--- src/rtl/board_pkg.sv ---
// board_pkg: shared definitions for the board I/O controller.
//   page_e       display page encoding (P0..P3)
//   DEF_W*       default cost weights
//   SEG_HEX      hex digit to active-low segment pattern {g..a}, dp kept off
//   seg_decode   nibble + decimal-point request to full {dp,g..a} pattern
package board_pkg;

  typedef enum logic [1:0] {
    PAGE_P0 = 2'd0,
    PAGE_P1 = 2'd1,
    PAGE_P2 = 2'd2,
    PAGE_P3 = 2'd3
  } page_e;

  localparam int DEF_WA_UP  = 2;
  localparam int DEF_WA_DN  = 1;
  localparam int DEF_WA_BRK = 4;
  localparam int DEF_WB_UP  = 4;
  localparam int DEF_WB_DN  = 1;
  localparam int DEF_WB_BRK = 2;

  localparam logic [7:0] SEL_RESET = 8'hFE;

  localparam logic [7:0] SEG_HEX [16] = '{
    8'hC0, 8'hF9, 8'hA4, 8'hB0, 8'h99, 8'h92, 8'h82, 8'hF8,
    8'h80, 8'h90, 8'h88, 8'h83, 8'hC6, 8'hA1, 8'h86, 8'h8E
  };

  // Segments are active-low, so a lit decimal point drives bit 7 low.
  function automatic logic [7:0] seg_decode(input logic [3:0] nib, input logic dp_on);
    logic [7:0] pat;
    pat = SEG_HEX[nib];
    return {~dp_on, pat[6:0]};
  endfunction

endpackage

--- src/rtl/seg_scan.sv ---
// seg_scan: multiplexed 8-digit 7-segment scanner.
//   clk, rst_n  clock and asynchronous active-low reset
//   word        32-bit value to show, digit i = word[4i+3:4i]
//   dp_req      light the decimal point of digit 0
//   seg         registered segment pattern {dp,g..a}, active-low
//   sel         registered one-hot active-low digit select
module seg_scan
  import board_pkg::*;
#(
  parameter int SCAN_DIV = 100000
) (
  input  logic        clk,
  input  logic        rst_n,
  input  logic [31:0] word,
  input  logic        dp_req,
  output logic [7:0]  seg,
  output logic [7:0]  sel
);

  localparam int CNT_W = $clog2(SCAN_DIV);

  logic [CNT_W-1:0] cnt_q, cnt_d;
  logic [2:0]       dig_q, dig_d;
  logic [7:0]       seg_q, seg_d;
  logic [7:0]       sel_q, sel_d;
  logic [3:0]       nib_s;

  // Dwell counter, digit index and the decoded pattern for the digit about to be shown.
  always_comb begin
    cnt_d = cnt_q;
    dig_d = dig_q;
    if (cnt_q == CNT_W'(SCAN_DIV - 1)) begin
      cnt_d = {CNT_W{1'b0}};
      dig_d = dig_q + 3'd1;
    end else begin
      cnt_d = cnt_q + CNT_W'(1);
      dig_d = dig_q;
    end
    // Decode from the next index so seg and sel flip on the same edge.
    nib_s = word[{dig_d, 2'b00} +: 4];
    sel_d = ~(8'd1 << dig_d);
    seg_d = seg_decode(nib_s, dp_req && (dig_d == 3'd0));
  end

  // Scan state and output registers.
  always_ff @(posedge clk or negedge rst_n) begin
    if (!rst_n) begin
      cnt_q <= {CNT_W{1'b0}};
      dig_q <= 3'd0;
      seg_q <= SEG_HEX[0];
      sel_q <= SEL_RESET;
    end else begin
      cnt_q <= cnt_d;
      dig_q <= dig_d;
      seg_q <= seg_d;
      sel_q <= sel_d;
    end
  end

  assign seg = seg_q;
  assign sel = sel_q;

endmodule

--- src/rtl/board_io_ctrl.sv ---
// board_io_ctrl: board-level glue between switches/buttons, CPU core and 7-seg display.
//   in_clk/in_rst         clock, asynchronous active-low reset
//   in_data/in_cfg_sel    switch data and target config register
//   in_cfg_btn            config write button, in_page_btn page-advance button (async)
//   in_hold               freeze the displayed word
//   in_up_floor .. in_attempt_cnt   CPU result counters
//   out_cfg               packed config words, out_cpu_ce CPU clock-enable pulse
//   out_cost_a/b          saturated weighted costs (2-cycle pipeline)
//   out_page              current page, out_seg/out_sel display drive
module board_io_ctrl
  import board_pkg::*;
#(
  parameter int DATA_W   = 16,
  parameter int NUM_CFG  = 4,
  parameter int SEL_W    = $clog2(NUM_CFG),
  parameter int DIV_LOG2 = 2,
  parameter int SCAN_DIV = 100000,
  parameter int WA_UP    = DEF_WA_UP,
  parameter int WA_DN    = DEF_WA_DN,
  parameter int WA_BRK   = DEF_WA_BRK,
  parameter int WB_UP    = DEF_WB_UP,
  parameter int WB_DN    = DEF_WB_DN,
  parameter int WB_BRK   = DEF_WB_BRK
) (
  input  logic                      in_clk,
  input  logic                      in_rst,
  input  logic [DATA_W-1:0]         in_data,
  input  logic [SEL_W-1:0]          in_cfg_sel,
  input  logic                      in_cfg_btn,
  input  logic                      in_page_btn,
  input  logic                      in_hold,
  input  logic [DATA_W-1:0]         in_up_floor,
  input  logic [DATA_W-1:0]         in_down_floor,
  input  logic [DATA_W-1:0]         in_broken_cnt,
  input  logic [31:0]               in_attempt_cnt,
  output logic [NUM_CFG*DATA_W-1:0] out_cfg,
  output logic                      out_cpu_ce,
  output logic [DATA_W-1:0]         out_cost_a,
  output logic [DATA_W-1:0]         out_cost_b,
  output logic [1:0]                out_page,
  output logic [7:0]                out_seg,
  output logic [7:0]                out_sel
);

  localparam int BTN_CFG  = 0;
  localparam int BTN_PAGE = 1;
  localparam int P_W      = DATA_W + 3;  // product of a DATA_W value and a weight <= 7
  localparam int S_W      = DATA_W + 5;  // sum of three products

  logic [1:0]          btn_raw_s, btn_meta_q, btn_sync_q, btn_prev_q, btn_rise_s;
  logic [DATA_W-1:0]   cfg_q [NUM_CFG];
  logic [DATA_W-1:0]   cfg_d [NUM_CFG];
  logic [DIV_LOG2-1:0] div_q, div_d;
  logic                ce_q, ce_d;
  logic [P_W-1:0]      pa_q [3];
  logic [P_W-1:0]      pb_q [3];
  logic [P_W-1:0]      pa_d [3];
  logic [P_W-1:0]      pb_d [3];
  logic [S_W-1:0]      sum_a_s, sum_b_s;
  logic [DATA_W-1:0]   cost_a_q, cost_a_d, cost_b_q, cost_b_d;
  page_e               page_q, page_d;
  logic [31:0]         page_word_s, snap_q, snap_d;

  assign btn_raw_s = {in_page_btn, in_cfg_btn};

  // Both buttons share one synchroniser/edge path; a held button yields a single rise.
  always_ff @(posedge in_clk or negedge in_rst) begin
    if (!in_rst) begin
      btn_meta_q <= 2'b00;
      btn_sync_q <= 2'b00;
      btn_prev_q <= 2'b00;
    end else begin
      btn_meta_q <= btn_raw_s;
      btn_sync_q <= btn_meta_q;
      btn_prev_q <= btn_sync_q;
    end
  end

  assign btn_rise_s = btn_sync_q & ~btn_prev_q;

  // Config write, packing, CE divider and both cost pipeline stages.
  always_comb begin
    out_cfg = {(NUM_CFG*DATA_W){1'b0}};
    for (int i = 0; i < NUM_CFG; i++) begin
      // A select with no matching register simply writes nothing.
      if (btn_rise_s[BTN_CFG] && (in_cfg_sel == SEL_W'(i))) begin
        cfg_d[i] = in_data;
      end else begin
        cfg_d[i] = cfg_q[i];
      end
      out_cfg[i*DATA_W +: DATA_W] = cfg_q[i];
    end

    div_d = div_q + DIV_LOG2'(1);
    // Registered compare against the next count keeps the pulse aligned with the all-ones count.
    ce_d  = (div_d == {DIV_LOG2{1'b1}});

    pa_d[0] = P_W'(in_up_floor)   * P_W'(WA_UP);
    pa_d[1] = P_W'(in_down_floor) * P_W'(WA_DN);
    pa_d[2] = P_W'(in_broken_cnt) * P_W'(WA_BRK);
    pb_d[0] = P_W'(in_up_floor)   * P_W'(WB_UP);
    pb_d[1] = P_W'(in_down_floor) * P_W'(WB_DN);
    pb_d[2] = P_W'(in_broken_cnt) * P_W'(WB_BRK);

    sum_a_s = S_W'(pa_q[0]) + S_W'(pa_q[1]) + S_W'(pa_q[2]);
    sum_b_s = S_W'(pb_q[0]) + S_W'(pb_q[1]) + S_W'(pb_q[2]);
    if (|sum_a_s[S_W-1:DATA_W]) begin
      cost_a_d = {DATA_W{1'b1}};
    end else begin
      cost_a_d = sum_a_s[DATA_W-1:0];
    end
    if (|sum_b_s[S_W-1:DATA_W]) begin
      cost_b_d = {DATA_W{1'b1}};
    end else begin
      cost_b_d = sum_b_s[DATA_W-1:0];
    end
  end

  // Config, divider and cost registers.
  always_ff @(posedge in_clk or negedge in_rst) begin
    if (!in_rst) begin
      for (int i = 0; i < NUM_CFG; i++) begin
        cfg_q[i] <= {DATA_W{1'b0}};
      end
      for (int i = 0; i < 3; i++) begin
        pa_q[i] <= {P_W{1'b0}};
        pb_q[i] <= {P_W{1'b0}};
      end
      div_q    <= {DIV_LOG2{1'b0}};
      ce_q     <= 1'b0;
      cost_a_q <= {DATA_W{1'b0}};
      cost_b_q <= {DATA_W{1'b0}};
    end else begin
      for (int i = 0; i < NUM_CFG; i++) begin
        cfg_q[i] <= cfg_d[i];
      end
      for (int i = 0; i < 3; i++) begin
        pa_q[i] <= pa_d[i];
        pb_q[i] <= pb_d[i];
      end
      div_q    <= div_d;
      ce_q     <= ce_d;
      cost_a_q <= cost_a_d;
      cost_b_q <= cost_b_d;
    end
  end

  // Page FSM next state, page word selection and hold-gated snapshot.
  always_comb begin
    page_d = page_q;
    if (btn_rise_s[BTN_PAGE]) begin
      case (page_q)
        PAGE_P0: page_d = PAGE_P1;
        PAGE_P1: page_d = PAGE_P2;
        PAGE_P2: page_d = PAGE_P3;
        PAGE_P3: page_d = PAGE_P0;
        default: page_d = PAGE_P0;
      endcase
    end else begin
      page_d = page_q;
    end

    case (page_q)
      PAGE_P0: page_word_s = {16'(cost_a_q), 16'(cost_b_q)};
      PAGE_P1: page_word_s = {16'(in_up_floor), 16'(in_down_floor)};
      PAGE_P2: page_word_s = {16'(cfg_q[0]), 16'(cfg_q[1])};
      PAGE_P3: page_word_s = in_attempt_cnt;
      default: page_word_s = 32'h0000_0000;
    endcase

    if (in_hold) begin
      snap_d = snap_q;
    end else begin
      snap_d = page_word_s;
    end
  end

  // Page state and display snapshot registers.
  always_ff @(posedge in_clk or negedge in_rst) begin
    if (!in_rst) begin
      page_q <= PAGE_P0;
      snap_q <= 32'h0000_0000;
    end else begin
      page_q <= page_d;
      snap_q <= snap_d;
    end
  end

  seg_scan #(
    .SCAN_DIV (SCAN_DIV)
  ) u_seg_scan (
    .clk    (in_clk),
    .rst_n  (in_rst),
    .word   (snap_q),
    .dp_req (in_hold),
    .seg    (out_seg),
    .sel    (out_sel)
  );

  assign out_cpu_ce = ce_q;
  assign out_cost_a = cost_a_q;
  assign out_cost_b = cost_b_q;
  assign out_page   = page_q;

endmodule
--- config.mk ---
export PLATFORM = sky130hd
export DESIGN_NAME = board_io_ctrl
export DESIGN_NICKNAME = d
export VERILOG_FILES = /design/src/rtl/board_pkg.sv /design/src/rtl/seg_scan.sv /design/src/rtl/board_io_ctrl.sv
export SDC_FILE = /design/constraint.sdc
export NUM_CORES = 1
export LEC_CHECK = 0
export CORE_ASPECT_RATIO = 2
export CORE_UTILIZATION = 45
export CTS_CLUSTER_DIAMETER = 100
export DETAILED_ROUTE_END_ITERATION = 8
export HOLD_SLACK_MARGIN = 0.02
export PLACE_DENSITY = 0.79
export SLEW_MARGIN = 20
export SYNTH_ARGS = -nofsm -noshare
export SYNTH_HDL_FRONTEND = slang
export SYNTH_SLANG_ARGS = --single-unit
--- constraint.sdc ---
create_clock -name in_clk -period 3.65 [get_ports in_clk]
set_input_delay 0.73 -clock in_clk [delete_from_list [all_inputs] [get_ports in_clk]]
set_output_delay 0.73 -clock in_clk [all_outputs]
set_load 0.1 [all_outputs]
# Word level (Yosys, flattened, before mapping)
# Memory sizes are Yosys's and may differ from the RTL's. A register that Yosys moved wholly into a read port is not among the register bits.
# Cells that the tools add are included.
# classes
addsub	7
n_lt_le_gt_ge	1
eq_ne	8
n_shift	2
n_mux	8
bitwise	5
reduce_logical	11
# op_table
cell	count
$pmux W32 S4	1
$mux W16	2
$shiftx A32 B6 Y4	1
$add A19 B17 Y20	1
$add A18 B16 Y19	1
$add A18 B18 Y19	1
$add A17 B16 Y18	1
$add A17 B1 Y17 const B	1
$eq A17 B17 Y1 const B	1
$mux W17	1
$mux W7	2
$eq A2 B2 Y1 const B	5
$reduce_or A5 Y1	2
$not A8 Y8	1
$pmux W2 S4	1
$shl A1 B3 Y8 const A	1
$ge A5 B5 Y1 const B	1
$logic_and A1 B1 Y1	5
$not A4 Y5	1
$eq A2 B1 Y1 const B	2
$logic_not A2 Y1	2
$add A3 B1 Y3 const B	1
$logic_not A3 Y1	1
$mux W3	1
other kinds (5)	5
# totals
regBits	223
mem_bits_ro	128
input_bits	103
output_inout_bits	115
wordCells	63
mem_count	1
# mem_list
memory	depth	width	rd	rd_clocked_by_memory_dff	wr	line_no	text
(no name shown)	16	8	1	1	0	board_pkg.sv:32	pat = SEG_HEX[nib];

# Depth between registers and ports, before layout
# logic_depth
depth_word	7
depth_mapped	15
ltp_nobuf	14

# By module
# Synthesis repeated with hierarchy kept, for this count alone.
# unflattened
hier_cells	947
hier_area_um2	11403.4
# modules_own_cells
module	instances	cells_per_inst	area_each_um2	seq_area_each_um2
board_io_ctrl	1	748	9137.5	4679.5
seg_scan	1	199	2265.9	912.1

# Worst setup path before layout
# OpenSTA, ideal clock, no wires.
# synth_timing
kind	register to register
from	reg u_seg_scan.cnt_q[14]
to	reg u_seg_scan.seg_q[1] (netlist: u_seg_scan.seg[1])
setup_time_ns	0.122
arrival_ns	3.173
required_ns	3.528
setup_slack_ns	0.355
stages_incl_launch_ff	10
n_path_buf	1
synth_period_minus_slack_ns	3.295
path_cell_list	dfrtp_1 > or4b_4 > nor4_4 > buf_4 > mux2_2 > a221oi_1 > a32o_1 > ha_1 > mux2_4 > a32o_1
# synth_via
elab_chain_cells	4
# synth_lines
element	line_no	text
start: declaration	seg_scan.sv:22	logic [CNT_W-1:0] cnt_q, cnt_d;
start signal: assignment	seg_scan.sv:48	cnt_q <= {CNT_W{1'b0}};
start signal: assignment	seg_scan.sv:53	cnt_q <= cnt_d;
$eq A17 B17 Y1	seg_scan.sv:32	if (cnt_q == CNT_W'(SCAN_DIV - 1)) begin
$mux W3	seg_scan.sv:32	
$shiftx A32 B6 Y4	seg_scan.sv:40	nib_s = word[{dig_d, 2'b00} +: 4];
$not A4 Y5 (implied by the code)	board_pkg.sv:32	
end: declaration	seg_scan.sv:24	logic [7:0] seg_q, seg_d;
# Every way passes these cells.
# A chain may end at the register's enable or synchronous reset.

# Worst setup path after layout
# Ends and elaborated chain as after synthesis.

==> flow_summary.ini <==
[run_status]
run_status = finished, violations left
violations_in_the_final_reports = design-rule violations

[sta]
final-max-slew-violation-count = 0
max_slew_margin_pct = 27.2
setup_slack_ns = 0.166
holdWs_ns = 0.196
unrepaired_setup_endpoints_after_global_routing = no
worst-slew-pin-transition_ns = 1.09
fin_skew_ns = 0.0289
final-hold-violation-count = 0
final_min_period_over_clock_period_pct = 95.4
finalCriticalPeriod_ns = 3.48
timing.final.setup_violations = 0
total_negative_setup_slacks_ns = 0
fmaxAchievable_ghz = 0.287

[layout]
final_nets = 1300
fillers = 1849
post_route_cells_drive_above_1_share_pct = 13.8
finish.instance_area_um2 = 14000
insertedDiodeCount = 0
utilization_pct = 59.8
fin_cells = 1415
syn_to_final_growth_pct = 30.0

[clock_tree]
path_clk_slew_ns = 0.06
numClockSinks = 223
cts_post_setup_buffers_inserted = 0
cts-buffers-inserted = 21
cts-root-buf = clkbuf_16
clock_tree_from_tritoncts = built
clock_latency_ns = 0.52
max-clock-path-buffers = 3
cts-htree-levels = 1
hold_buf_count_cts = 0
cts-resized-gates = 0

[power_and_ir_drop]
power_mw = 10.1
cellLeakagePower_nw = 6.19
worst_ir_drop_vdd_mv = 0.558
power_per_cell_area_nw_per_um2 = 724

[setup_path]
path_class = flop to flop
crit_path_start = u_seg_scan.cnt_q[14]
timing.critical_path.from_type = flop
cp_max_fo = 12
r2r_slack_ns = 0.17
rr_endpoint = u_seg_scan.seg[1]
setup_crit_end_kind = flop
critPathRequiredTime_ns = 4.06
r2r_cells = 9
worst-endpoint-arrival_ns = 3.89
timing.rr.start = u_seg_scan.cnt_q[14]

[yosys]
ys_ff_latch = 223
synthDominantAreaCellType = dfrtp_1
yosys_warnings = 0
primary_ff_master_synth = dfrtp_1
mappedNetlistArea_um2 = 10700
syn_inst = 896
post_synth_main_area_contributors = dfrtp_1 (50%), mux2_2 (7.0%), fa_1 (5.6%), ha_1 (5.6%), a222oi_1 (3.2%)
ys_seq_area_share_pct = 52.1
synth_nets = 1077
synth.top_cell.area_share_pct = 49.9
async_flop_share_pct = 100
syn_avg_cell_area_um2 = 12.0
synth_enable_flop_cells = 0
ys_types = 62

[placement]
gp_routability_congestion = 0.884
dpl.cell_count = 1379
place_worst_setup_slack_ns = 0.168
hpwl_mm = 22.9
placement.cell_area_um2 = 13300
i_o_buffers = 217

[detailed_routing]
wire_per_inst_um = 20.6
drt_wl_total_mm = 29.1
drtPass1Iterations = 9
viasPerCell = 5.62
drt_iter0_markers = 764
antenna_left = 0
drt_drc_violations_left = 14
dr_total_vias = 7953

[floorplan]
chipWidth_um = 111
placement_rows = 79
pin_count = 218
initial_utilization_pct = 46.0
fp.coreArea_um2 = 23300
die_area_um2 = 24500
die_h_um = 220

[run]
max_cap_viol_count = 0

[global_route]
vias_in_the_first_global_route = 8435
global_route_wire_length_before_repair_mm = 45.6
globalRoute.totalOverflow = 0
grt_usage_pct = 24.4
grt_antenna_before_repair = 0
grt_start_max_net_pins = 87

[hold_path]
hold_path_class = primary input to async pin
layer usage:
layer | up-vias | share of wire (%) | track usage [%]
met5 | - | 0 | 0
met4 | 0 | 5.0 | 13.1
met2 | 310 | 55 | 46.0
met3 | 70 | 6.2 | 4.79
li1 | 3643 | - | -
met1 | 3930 | 34 | 25.4
synth_stat cells, types with 6 or more instances:
cell type	count
nor3_1	12
xnor2_1	15
a21o_1	43
nand2b_1	13
fa_1	30
nand3_1	12
nor2b_1	6
a222oi_1	34
a21oi_1	21
inv_1	65
ha_1	48
clkbuf_1	31
o21ai_0	22
nor2_1	56
nand2_1	61
a211oi_1	32
dfrtp_1	214
a22oi_1	13
dfstp_2	9
mux2_2	67
xor2_1	19
nand4_1	6
worst max-delay path: stages (launching register included):
cell and delay [ns]:
dfrtp_1 0.42, or4b_4 0.57, or4_4 0.57, or3_4 0.36, and2_4 0.21, a221oi_1 0.22, a32o_1 0.29, ha_1 0.28
mux2_4 0.27, a32o_1 0.20
power breakdown:
group	switching, mW	internal (mW)	total, mW
sequential	0.373	2.93	3.31
combinational	3.22	1.40	4.62
clock	0.933	1.23	2.16
kinds of logic after synthesis:
family / share of synthesized area (%)
mux: 7.64
buf+inv: 3.81
flops: 52.1
compound gates: 13.7
simple gates: 8.79
xor+xnor: 2.78
fa+ha+maj: 11.2
how the worst max path moves through the flow:
stage / to / slack, ns
after floorplan: u_seg_scan.seg[1] / 0.36
after global placement: u_seg_scan.seg[1] / 0.20
after detailed placement: u_seg_scan.seg[1] / 0.17
after CTS: u_seg_scan.seg[1] / 0.17
after global routing: u_seg_scan.seg[1] / 0.02
final: u_seg_scan.seg[1] / 0.17
registers in the layout (all words and copies together), names as in the netlist, 8 cells and up:
| signal | flops |
|---|---|
| out_cost_a | 16 |
| u_seg_scan.cnt_q | 17 |
| pb_q | 32 |
| u_seg_scan.seg | 8 |
| u_seg_scan.sel | 8 |
| out_cost_b | 16 |
| pa_q | 16 |
| snap_q | 32 |
| out_cfg | 64 |
placed cells by master (no fill, tap or decap), types with 9 or more instances in the layout:
cell type / count
a211oi_1: 32
o21ai_0: 22
clkdlybuf4s50_1: 207
dfstp_2: 9
fa_1: 30
inv_1: 65
nor2_1: 56
a22oi_1: 13
a21o_1: 43
nand3_1: 12
ha_1: 48
a222oi_1: 34
clkbuf_16: 21
a21oi_1: 21
dfrtp_1: 214
xor2_1: 19
xnor2_1: 15
buf_4: 27
mux2_2: 67
nand2_1: 61
nor3_1: 12
nand2b_1: 13
cell type report:
cell class | count | area, um2 | area share [%]
multi-input combinational | 570 | 4770 | 34.2
clock buffer | 28 | 602 | 4.31
clock inverter | 8 | 77.6 | 0.556
sequential | 223 | 5590 | 40.1
inverter | 66 | 248 | 1.78
timing repair buffer | 237 | 2310 | 16.6
tap | 283 | 354 | 2.54
Power figures use the tool's default switching activity.
